===== config.mk =====
export PLATFORM = sky130hd
export DESIGN_NAME = accum_sequencer
export DESIGN_NICKNAME = d
export VERILOG_FILES = /design/src/rtl/accum_pkg.sv /design/src/rtl/accum_datapath.sv /design/src/rtl/accum_sequencer.sv
export SDC_FILE = /design/constraint.sdc
export NUM_CORES = 1
export LEC_CHECK = 0
export ABC_CLOCK_PERIOD_IN_PS = 3800
export CAP_MARGIN = 20
export CORE_UTILIZATION = 56
export CTS_CLUSTER_SIZE = 28
export DETAILED_ROUTE_END_ITERATION = 8
export PLACE_DENSITY = 0.89
export SYNTH_ARGS = -nofsm -noshare
export SYNTH_HDL_FRONTEND = slang
export SYNTH_SLANG_ARGS = --single-unit

===== constraint.sdc =====
create_clock -name clock -period 3.8 [get_ports clock]
set_input_delay 0.38 -clock clock [delete_from_list [all_inputs] [get_ports clock]]
set_output_delay 0.38 -clock clock [all_outputs]
set_load 0.005 [all_outputs]

===== src/rtl/accum_pkg.sv =====
// Shared types and defaults for the accumulating adder sequencer.
package accum_pkg;

    localparam int DEF_WIDTH  = 8;
    localparam int DEF_CNT_W  = 4;
    localparam int SETTLE_MAX = 15;
    localparam int SETTLE_W   = $clog2(SETTLE_MAX + 1);

    typedef enum logic [1:0] {
        IDLE,
        WAIT_OP,
        SETTLE,
        DONE
    } accum_state_t;

endpackage


===== src/rtl/accum_datapath.sv =====
// Ripple-friendly adder plus accumulator register.
module accum_datapath
    import accum_pkg::*;
#(
    parameter int WIDTH = DEF_WIDTH
) (
    input  logic             clock,
    input  logic             reset,
    input  logic             clr,
    input  logic             load,
    input  logic [WIDTH-1:0] operand,
    output logic [WIDTH-1:0] sum,
    output logic             carry
);

    logic [WIDTH:0] total;

    assign total = {1'b0, sum} + {1'b0, operand};
    assign carry = total[WIDTH];

    always_ff @(posedge clock or posedge reset) begin
        if (reset) begin
            sum <= '0;
        end else if (clr) begin
            sum <= '0;
        end else if (load) begin
            sum <= total[WIDTH-1:0];
        end
    end

endmodule


===== src/rtl/accum_sequencer.sv =====
// Sequences N operands through the accumulator, waiting a
// programmable settle window before each register capture.
module accum_sequencer
    import accum_pkg::*;
#(
    parameter int WIDTH         = DEF_WIDTH,
    parameter int CNT_W         = DEF_CNT_W,
    parameter int SETTLE_CYCLES = 3
) (
    input  logic             clock,
    input  logic             reset,
    input  logic             start,
    input  logic [CNT_W-1:0] num_ops,
    input  logic             op_valid,
    input  logic [WIDTH-1:0] op_data,
    output logic             op_ready,
    output logic             busy,
    output logic             done,
    output logic [WIDTH-1:0] sum,
    output logic             overflow
);

    accum_state_t         state_q;
    accum_state_t         state_d;
    logic [CNT_W-1:0]     remaining;
    logic [SETTLE_W-1:0]  settle_cnt;
    logic [WIDTH-1:0]     operand_reg;
    logic                 carry;
    logic                 accept;
    logic                 handshake;
    logic                 capture;

    assign accept    = (state_q == IDLE) && start;
    assign handshake = op_valid && op_ready;
    assign capture   = (state_q == SETTLE) && (settle_cnt == '0);

    always_ff @(posedge clock or posedge reset) begin
        if (reset) begin
            state_q <= IDLE;
        end else begin
            state_q <= state_d;
        end
    end

    always_comb begin
        state_d  = state_q;
        op_ready = 1'b0;
        busy     = 1'b0;
        done     = 1'b0;
        unique case (state_q)
            IDLE: begin
                if (start) begin
                    state_d = (num_ops != '0) ? WAIT_OP : DONE;
                end
            end
            WAIT_OP: begin
                op_ready = 1'b1;
                busy     = 1'b1;
                if (op_valid) begin
                    state_d = SETTLE;
                end
            end
            SETTLE: begin
                busy = 1'b1;
                if (settle_cnt == '0) begin
                    state_d = (remaining == CNT_W'(1)) ? DONE : WAIT_OP;
                end
            end
            DONE: begin
                done    = 1'b1;
                state_d = IDLE;
            end
            default: begin
                state_d = IDLE;
            end
        endcase
    end

    // Operand is held stable in operand_reg while the adder settles.
    always_ff @(posedge clock or posedge reset) begin
        if (reset) begin
            remaining   <= '0;
            settle_cnt  <= '0;
            operand_reg <= '0;
            overflow    <= 1'b0;
        end else begin
            if (accept) begin
                remaining <= num_ops;
                overflow  <= 1'b0;
            end else if (capture) begin
                remaining <= remaining - CNT_W'(1);
                overflow  <= overflow | carry;
            end
            if (handshake) begin
                operand_reg <= op_data;
                settle_cnt  <= SETTLE_W'(SETTLE_CYCLES - 1);
            end else if ((state_q == SETTLE) && (settle_cnt != '0)) begin
                settle_cnt <= settle_cnt - SETTLE_W'(1);
            end
        end
    end

    accum_datapath #(
        .WIDTH(WIDTH)
    ) u_datapath (
        .clock  (clock),
        .reset  (reset),
        .clr    (accept),
        .load   (capture),
        .operand(operand_reg),
        .sum    (sum),
        .carry  (carry)
    );

endmodule


After elaboration in Yosys (flattened, before gate mapping)

Cells that the tools add are included.
Widths: inputs -> output; s select.

Bits in registers: 27
Bits in latches: 0
Memory bits (writable): 0
Memory bits (read-only): 0
Input port bits: 16
Output and inout bits: 12
Word-level logic and storage cells: 46
Memories kept: 0

$add $sub $neg: 3
Multiply operators: 0
Divide/modulo/power cells: 0
Order comparisons: 0
Eq/ne operators: 7
Shift-type cells: 0
Mux-type cells: 17
Bitwise gates (word level): 1
Reduce and logical (&&, ||, !) cells: 12

Operators by type and width:

| cell                | number |
|---|---|
| $mux 4              | 4 |
| $mux 8              | 2 |
| $mux 2              | 5 |
| $add 8x8->9         | 1 |
| $pmux 2 s4          | 1 |
| $reduce_bool 4->1   | 2 |
| $sub 4x1->4 const B | 2 |
| $ne 2x2->1 const B  | 3 |
| $mux 1              | 5 |
| $eq 2x2->1 const B  | 2 |
| $eq 4x1->1 const B  | 1 |
| $logic_and 1x1->1   | 4 |
| $logic_not 4->1     | 1 |
| $reduce_bool 2->1   | 2 |
| $reduce_and 3->1    | 1 |
| $eq 2x1->1 const B  | 1 |
| $logic_not 2->1     | 1 |
| $reduce_or 2->1     | 1 |
| $or 1x1->1          | 1 |

Depth between registers and ports, before layout

Gate-level depths: netlist of run 1.

Depth after elaboration: 4
Gate-level depth with buffers: 8
Depth with buffers taken out: 8

Cells and area by module

A second synthesis of run 1 with hierarchy kept.

Cells, all modules: 166
Area, all modules: 1,674.1 sq um

By module, submodules not included:

| module          | times used | cells each | area each (sq um) | sequential area each (sq um) |
|---|---|---|---|---|
| accum_sequencer | 1          | 94         | 1,026.0           | 475.5 |
| accum_datapath  | 1          | 72         | 648.1             | 200.2 |

Least setup slack after synthesis of run 1

No wires, ideal clock.

Kind: register to register
From: register u_datapath.sum[0]
To: register u_datapath.sum[6]
Library setup time: 124 ps
Data arrival time: 1,601 ps
Required time: 3,676 ps
Path slack: 2,075 ps
Stages on the path, launching flop included: 9
Cell sequence: dfrtp_1 > ha_1 > inv_1 > fa_1 > nor2b_1 > o31ai_1 > a21oi_1 > xnor2_1 > a21oi_1

Word-level cells in the longest chain between the ends: 3

RTL lines:

| item                     | line                 | RTL |
|---|---|---|
| start: declaration       | accum_datapath.sv:12 | `output logic [WIDTH-1:0] sum,` |
| start signal: assignment | accum_datapath.sv:27 | `sum <= total[WIDTH-1:0];` |
| $add 8x8->9              | accum_datapath.sv:18 | `assign total = {1'b0, sum} + {1'b0, operand};` |
| $mux 8                   | accum_datapath.sv:26 | `end else if (load) begin` |
| $mux 8                   | accum_datapath.sv:24 | `end else if (clr) begin` |

Every way passes these cells. The select of a mux whose other input is x is not followed.
A chain may end at the register's enable or synchronous reset.

Worst setup path after layout of run 1

From: register state_q[1]
To: output op_ready

Word-level cells in the longest chain between the ends: 2

RTL lines:

| item                     | line                  | RTL |
|---|---|---|
| start: declaration       | accum_sequencer.sv:23 | `accum_state_t state_q;` |
| start signal: assignment | accum_sequencer.sv:41 | `state_q <= state_d;` |
| $eq 2x1->1               | accum_sequencer.sv:50 | `unique case (state_q)` |
| $mux 1                   | accum_sequencer.sv:50 |  |
| end: declaration         | accum_sequencer.sv:16 | `output logic op_ready,` |

Every way passes these cells.

==> results of run 1 <==
==> worst max-delay path: cells and delay by family (launching register included) <==
family,cells,cell delay (ns)
buffers and inverters,2,0.66
flip-flops,1,0.44
adder cells (fa/ha/maj),1,0.29
==> layer usage <==
| layer | track usage | wire length (um) |
|---|---|---|
| met5 | 0 | 0 |
| met4 | 0.114 | 60 |
| met3 | 0.0233 | 122 |
| met2 | 0.391 | 1510 |
| met1 | 0.289 | 1390 |
==> layout by cell type (no fill, tap or decap), types with 2 or more instances in the layout <==
master and count:
xor2_1 2, mux2_2 8, inv_1 12, clkbuf_4 3
ha_1 16, a31oi_1 3, nor2_1 10, a21oi_1 13
nor2b_1 2, nor4b_1 4, a211oi_1 2, nor4_2 2
nor3_1 3, nand2_1 15, dfrtp_1 27, or3_1 2
xnor2_1 5, and2_1 2, o21ai_0 12, o41ai_1 2
o211ai_1 3, clkdlybuf4s50_1 27
==> where the power goes <==
group / leakage [uW] / switching, uW / total (uW) / internal [uW]
Combinational: 0.000486 / 381 / 790 / 408
Clock: 0.0000139 / 91.3 / 132 / 40.4
Sequential: 0.000341 / 107 / 526 / 419
==> cells by family (layout without fill, tap and decap cells) <==
group | after synthesis | in the layout | synth area share
compound gates | 41 | 41 | 0.153
xor+xnor | 7 | 7 | 0.0380
fa+ha+maj | 17 | 17 | 0.136
buf+inv | 16 | 44 | 0.0387
flops | 27 | 27 | 0.418
mux | 8 | 8 | 0.0558
simple gates | 47 | 47 | 0.160
==> final timing paths <==
check                                  startpoint           endpoint  slack, ns  depth (start not counted)
min in group clock                 operand_reg[7]     operand_reg[7]       0.53                          1
worst min register to register     operand_reg[7]     operand_reg[7]       0.53                          1
worst max register to register  u_datapath.sum[0]  u_datapath.sum[6]       1.84                          8
max in group asynchronous                   reset       remaining[2]       3.21                          3
worst max-delay path                   state_q[1]           op_ready       1.70                          3
worst min-delay path                        reset      settle_cnt[0]       0.22                          2
==> stage by stage <==
stage,instance area [sq um],hold WS (ns),setup slack (ns),cells,util
4_1_cts,1940,0.537,1.69,221,0.708
3_5_place_dp,1910,0.504,1.86,217,0.697
5_1_grt,1960,0.226,1.60,222,0.719
3_3_place_gp,1910,0.494,1.95,217,0.697
2_1_floorplan,1620,0.433,2.07,163,-
6_report,1960,0.218,1.70,222,0.719
==> cell type report <==
| type | count | share of cell area |
|---|---|---|
| clock buffer | 3 | 0.0115 |
| clock inverter | 1 | 0.00382 |
| inverter | 12 | 0.0229 |
| multi-input combinational | 120 | 0.446 |
| sequential | 27 | 0.344 |
| tap | 31 | 0.0197 |
| timing repair buffer | 28 | 0.152 |
==> impl_metrics.py, run 1 <==
metrics = {
    "final_layout": {
        "syn_to_final_growth_pct": 21.6,
        "fillers": 200,
        "regArea_sq_um": 676,
        "nNetsFinal": 225,
        "antenna_cells": 0,
        "multi_input_area_sq_um": 877,
        "drive_gt1_frac": 0.0995,
    },
    "clocking": {
        "clk_latency_ns": 0.34,
        "cts_resized": 0,
        "clock-sinks": 27,
        "cts_tree": "yes",
        "htree_levels": 1,
        "clkTransAtPathRegs_ns": 0.15,
        "cts_buffer_depth": 2,
        "hold_buffers": 0,
        "numCtsBuffers": 3,
        "clockRootBuffer": "clkbuf_4",
        "post_cts_buffers": 0,
    },
    "timing": {
        "finalHoldViolCount": 0,
        "finalSetupTns_ns": 0,
        "slew_headroom": 0.617,
        "fin_crit_ns": 2.10,
        "rsz0062_at_grt": "false",
        "timing_worst_slew_pin_value_ns": 0.574,
        "finalSetupViolCount": 0,
        "fin_skew_ns": 0.00654,
        "finalMaxSlewViolations": 0,
        "fmax_mhz": 477,
        "finalCritPeriodShare": 0.552,
    },
    "floorplanning": {
        "pin_count": 28,
        "core_area_sq_um": 2730,
        "start_util": 0.591,
        "die_x_um": 55.7,
        "placementRows": 19,
        "die_y_um": 55.7,
        "die_area_sq_um": 3100,
    },
    "global_routing": {
        "grt_first_pass_wirelength_mm": 5.60,
        "grt_use_total": 0.229,
        "grt_max_degree": 28,
        "grt_pass1_vias": 1307,
        "overflow": 0,
        "antenna_found_initial": 0,
    },
    "logic_synthesis": {
        "synth_top_cell_area_share": 0.418,
        "synth_ff_type": "dfrtp_1",
        "avgSynthCellArea_sq_um": 9.91,
        "synth_nets": 196,
        "synth_edf_count": 0,
        "syn_area_sq_um": 1620,
        "yosysWarnings": 0,
        "synth_top_area_cell": "dfrtp_1",
        "synthArstFlopShare": 1.00,
        "synth-seq-cells": 27,
        "yosysSeqAreaShare": 0.418,
        "synthCells": 163,
        "yosysMostFrequentCell": "dfrtp_1",
        "synthTopCellsByCount": "dfrtp_1 (27), ha_1 (16), nand2_1 (15)",
        "synthTopCellsByArea": "dfrtp_1 (42%), ha_1 (12%), mux2_2 (5.6%)",
        "yosys.cell_types.count": 36,
    },
    "setup_path": {
        "critPathSlowestCell": "clkdlybuf4s50_1",
        "worst_ep_required_time_ns": 3.42,
        "critical_path_arrival_ns": 1.72,
        "crit_fanout": 7,
        "end_kind": "output port",
        "start_kind": "register",
        "path_class": "reg2out",
        "cp_slowest_stage_delay_ns": 0.54,
        "crit_chain": "inv_1 -> ha_1 -> clkdlybuf4s50_1",
    },
    "route": {
        "routed_wl_mm": 3.08,
        "ant_nets": 0,
        "via_count": 1300,
        "drt_pass1_iterations": 4,
        "drc": 0,
        "wl_per_cell_um": 13.9,
        "drtIter0Drc": 44,
        "via_per_inst": 5.86,
    },
    "placed_design": {
        "place.gp.congestion": 0.926,
        "hpwl_mm": 2.27,
        "port_buffers": 27,
    },
    "job": {
        "drv_cap": 0,
    },
    "outcome": {
        "status": "completed",
    },
    "power": {
        "peakVddDrop_mv": 0.525,
        "leakagePower_uw": 0.000841,
        "total_power_uw": 1450,
        "pwr_density_cell_nw_per_um2": 737,
    },
    "min_path": {
        "holdCritPathClass": "in2async",
    },
}
Power figures use the tool's default switching activity.
==> inputs of run 2 (changes only) <==
ABC_CLOCK_PERIOD_IN_PS = 1810   (was 3800)
CORE_UTILIZATION = 47   (was 56)
PLACE_DENSITY = 0.8   (was 0.89)
clock period = 1.81 ns   (was 3.8 ns; I/O delays follow)
==> impl_metrics.py, run 2 (synthesized netlist as in run 1, its figures left out) <==
metrics = {
    "outcome": {
        "status": "complete, but fails checks",
        "violations": "negative setup slack",
    },
    "timing": {
        "finalHoldViolCount": 0,
        "slew_headroom": 0.669,
        "fin_crit_ns": 1.82,
        "fin_ws_ns": -0.00811,
        "finalMaxSlewViolations": 0,
        "finalSetupViolCount": 1,
        "fmax_mhz": 550,
        "timing_worst_slew_pin_value_ns": 0.496,
        "rsz0062_at_grt": "true",
        "finalCritPeriodShare": 1.00,
        "fin_skew_ns": 0.0108,
    },
    "setup_path": {
        "end_kind": "register",
        "critical_path_arrival_ns": 2.11,
        "cp_slowest_stage_delay_ns": 0.42,
        "crit_family": "simple AND/OR/NAND/NOR gates",
        "crit_fanout": 6,
        "crit_buf_inv": 1,
        "worst_ep_required_time_ns": 2.10,
        "crit_chain": "inv_2 -> ha_2 -> nor3b_4 -> nand2_2 -> or3_1 -> a21oi_1",
        "path_class": "reg2reg",
        "critPathSlowestCell": "dfrtp_1",
        "start_kind": "register",
    },
    "final_layout": {
        "nNetsFinal": 241,
        "syn_to_final_growth_pct": 38.8,
        "antenna_cells": 0,
        "finalNonFillerCells": 251,
        "drive_gt1_frac": 0.271,
        "fillers": 227,
        "mostFrequentLayoutCells": "clkdlybuf4s50_1 (27), dfrtp_1 (27), nand2_1 (15), buf_4 (15)",
        "fin_util": 0.711,
        "fin_area_sq_um": 2240,
    },
    "floorplanning": {
        "placementRows": 20,
        "die_x_um": 60.6,
        "start_util": 0.512,
        "die_y_um": 60.6,
        "pin_count": 28,
        "core_area_sq_um": 3150,
        "die_area_sq_um": 3680,
    },
    "route": {
        "ant_nets": 0,
        "drtIter0Drc": 79,
        "drc": 0,
        "routed_wl_mm": 4.31,
        "drt_pass1_iterations": 4,
        "via_per_inst": 5.80,
        "via_count": 1455,
        "wl_per_cell_um": 17.2,
    },
    "clocking": {
        "clkTransAtPathRegs_ns": 0.17,
        "htree_levels": 1,
        "numCtsBuffers": 3,
        "clock-sinks": 27,
        "cts_tree": "yes",
        "clk_latency_ns": 0.35,
        "clockRootBuffer": "clkbuf_4",
        "cts_buffer_depth": 2,
    },
    "global_routing": {
        "grt_use_total": 0.219,
        "grt_pass1_vias": 1369,
        "grt_first_pass_wirelength_mm": 5.91,
        "antenna_found_initial": 0,
        "overflow": 0,
        "grt_max_degree": 28,
    },
    "min_path": {
        "holdCritPathClass": "in2async",
    },
    "power": {
        "leakagePower_uw": 0.000934,
        "peakVddDrop_mv": 0.763,
        "pwr_density_cell_nw_per_um2": 1680,
    },
    "placed_design": {
        "hpwl_mm": 2.66,
        "place.gp.congestion": 0.846,
        "dpl_cell_area_sq_um": 1970,
        "dpl_worst_slack_ns": -0.0136,
        "post-place-cells": 236,
        "port_buffers": 27,
    },
    "job": {
        "drv_cap": 0,
    },
}
run 2: cell type report:
type | instances | area, sq um | share of cell area
clock buffers | 3 | 22.5 | 0.0100
clock inverters | 1 | 7.51 | 0.00335
inverters | 12 | 45.0 | 0.0201
multi-input cells | 121 | 1040 | 0.465
flip-flops and latches | 27 | 676 | 0.301
well taps | 44 | 55.1 | 0.0246
repair buffers | 43 | 394 | 0.176
run 2: what timing repair did:
action / in CTS / in global routing
pin swaps: 1 / 6
hold buffers: 0 / 0
buffers inserted: 2 / 8
endpoints found under the setup margin: 7 / 13
gates resized for setup: 7 / 25
cloned: 0 / 1
run 2: worst reg2reg max path, stage by stage, from the launching register on:
cell and delay [ns]:
dfrtp_1 0.42, inv_2 0.07, ha_2 0.19, nor3b_4 0.36
nand2_2 0.16, or3_1 0.40, a21oi_1 0.16
run 2: power breakdown:
| group | internal, uW | total (uW) | leakage [uW] | switching, uW |
|---|---|---|---|---|
| sequential | 879 | 1180 | 0.000341 | 299 |
| combinational | 1200 | 2290 | 0.000578 | 1090 |
| clock | 85.0 | 293 | 0.0000139 | 208 |
| total | 2160 | 3760 | 0.000934 | 1600 |
run 2: final timing paths:
path	endpoint	cells after the start	from	slack, ns
max in group asynchronous	remaining[3]	3	reset	1.38
min	overflow	3	reset	0.16
max reg2reg	u_datapath.sum[3]	6	settle_cnt[0]	-0.008
min reg2reg	operand_reg[7]	1	operand_reg[7]	0.54
max	u_datapath.sum[3]	6	settle_cnt[0]	-0.008
min in group clock	remaining[2]	3	num_ops[2]	0.41
run 2: routing by layer:
metal  routed length [um]  share of wire  track usage
met5                    0              0            0
met4                  133          0.031       0.0974
met3                  134          0.031       0.0320
met2                 2230           0.52        0.383
met1                 1820           0.42        0.267
run 2: stage by stage:
step           hold WS, ns  TNS (ns)  total power [uW]
2_1_floorplan        0.234         0              2240
3_3_place_gp         0.492         0              2740
3_5_place_dp         0.499   -0.0142              2860
4_1_cts              0.186         0              3250
5_1_grt              0.217    -0.354              4010
6_report             0.163  -0.00811              3760
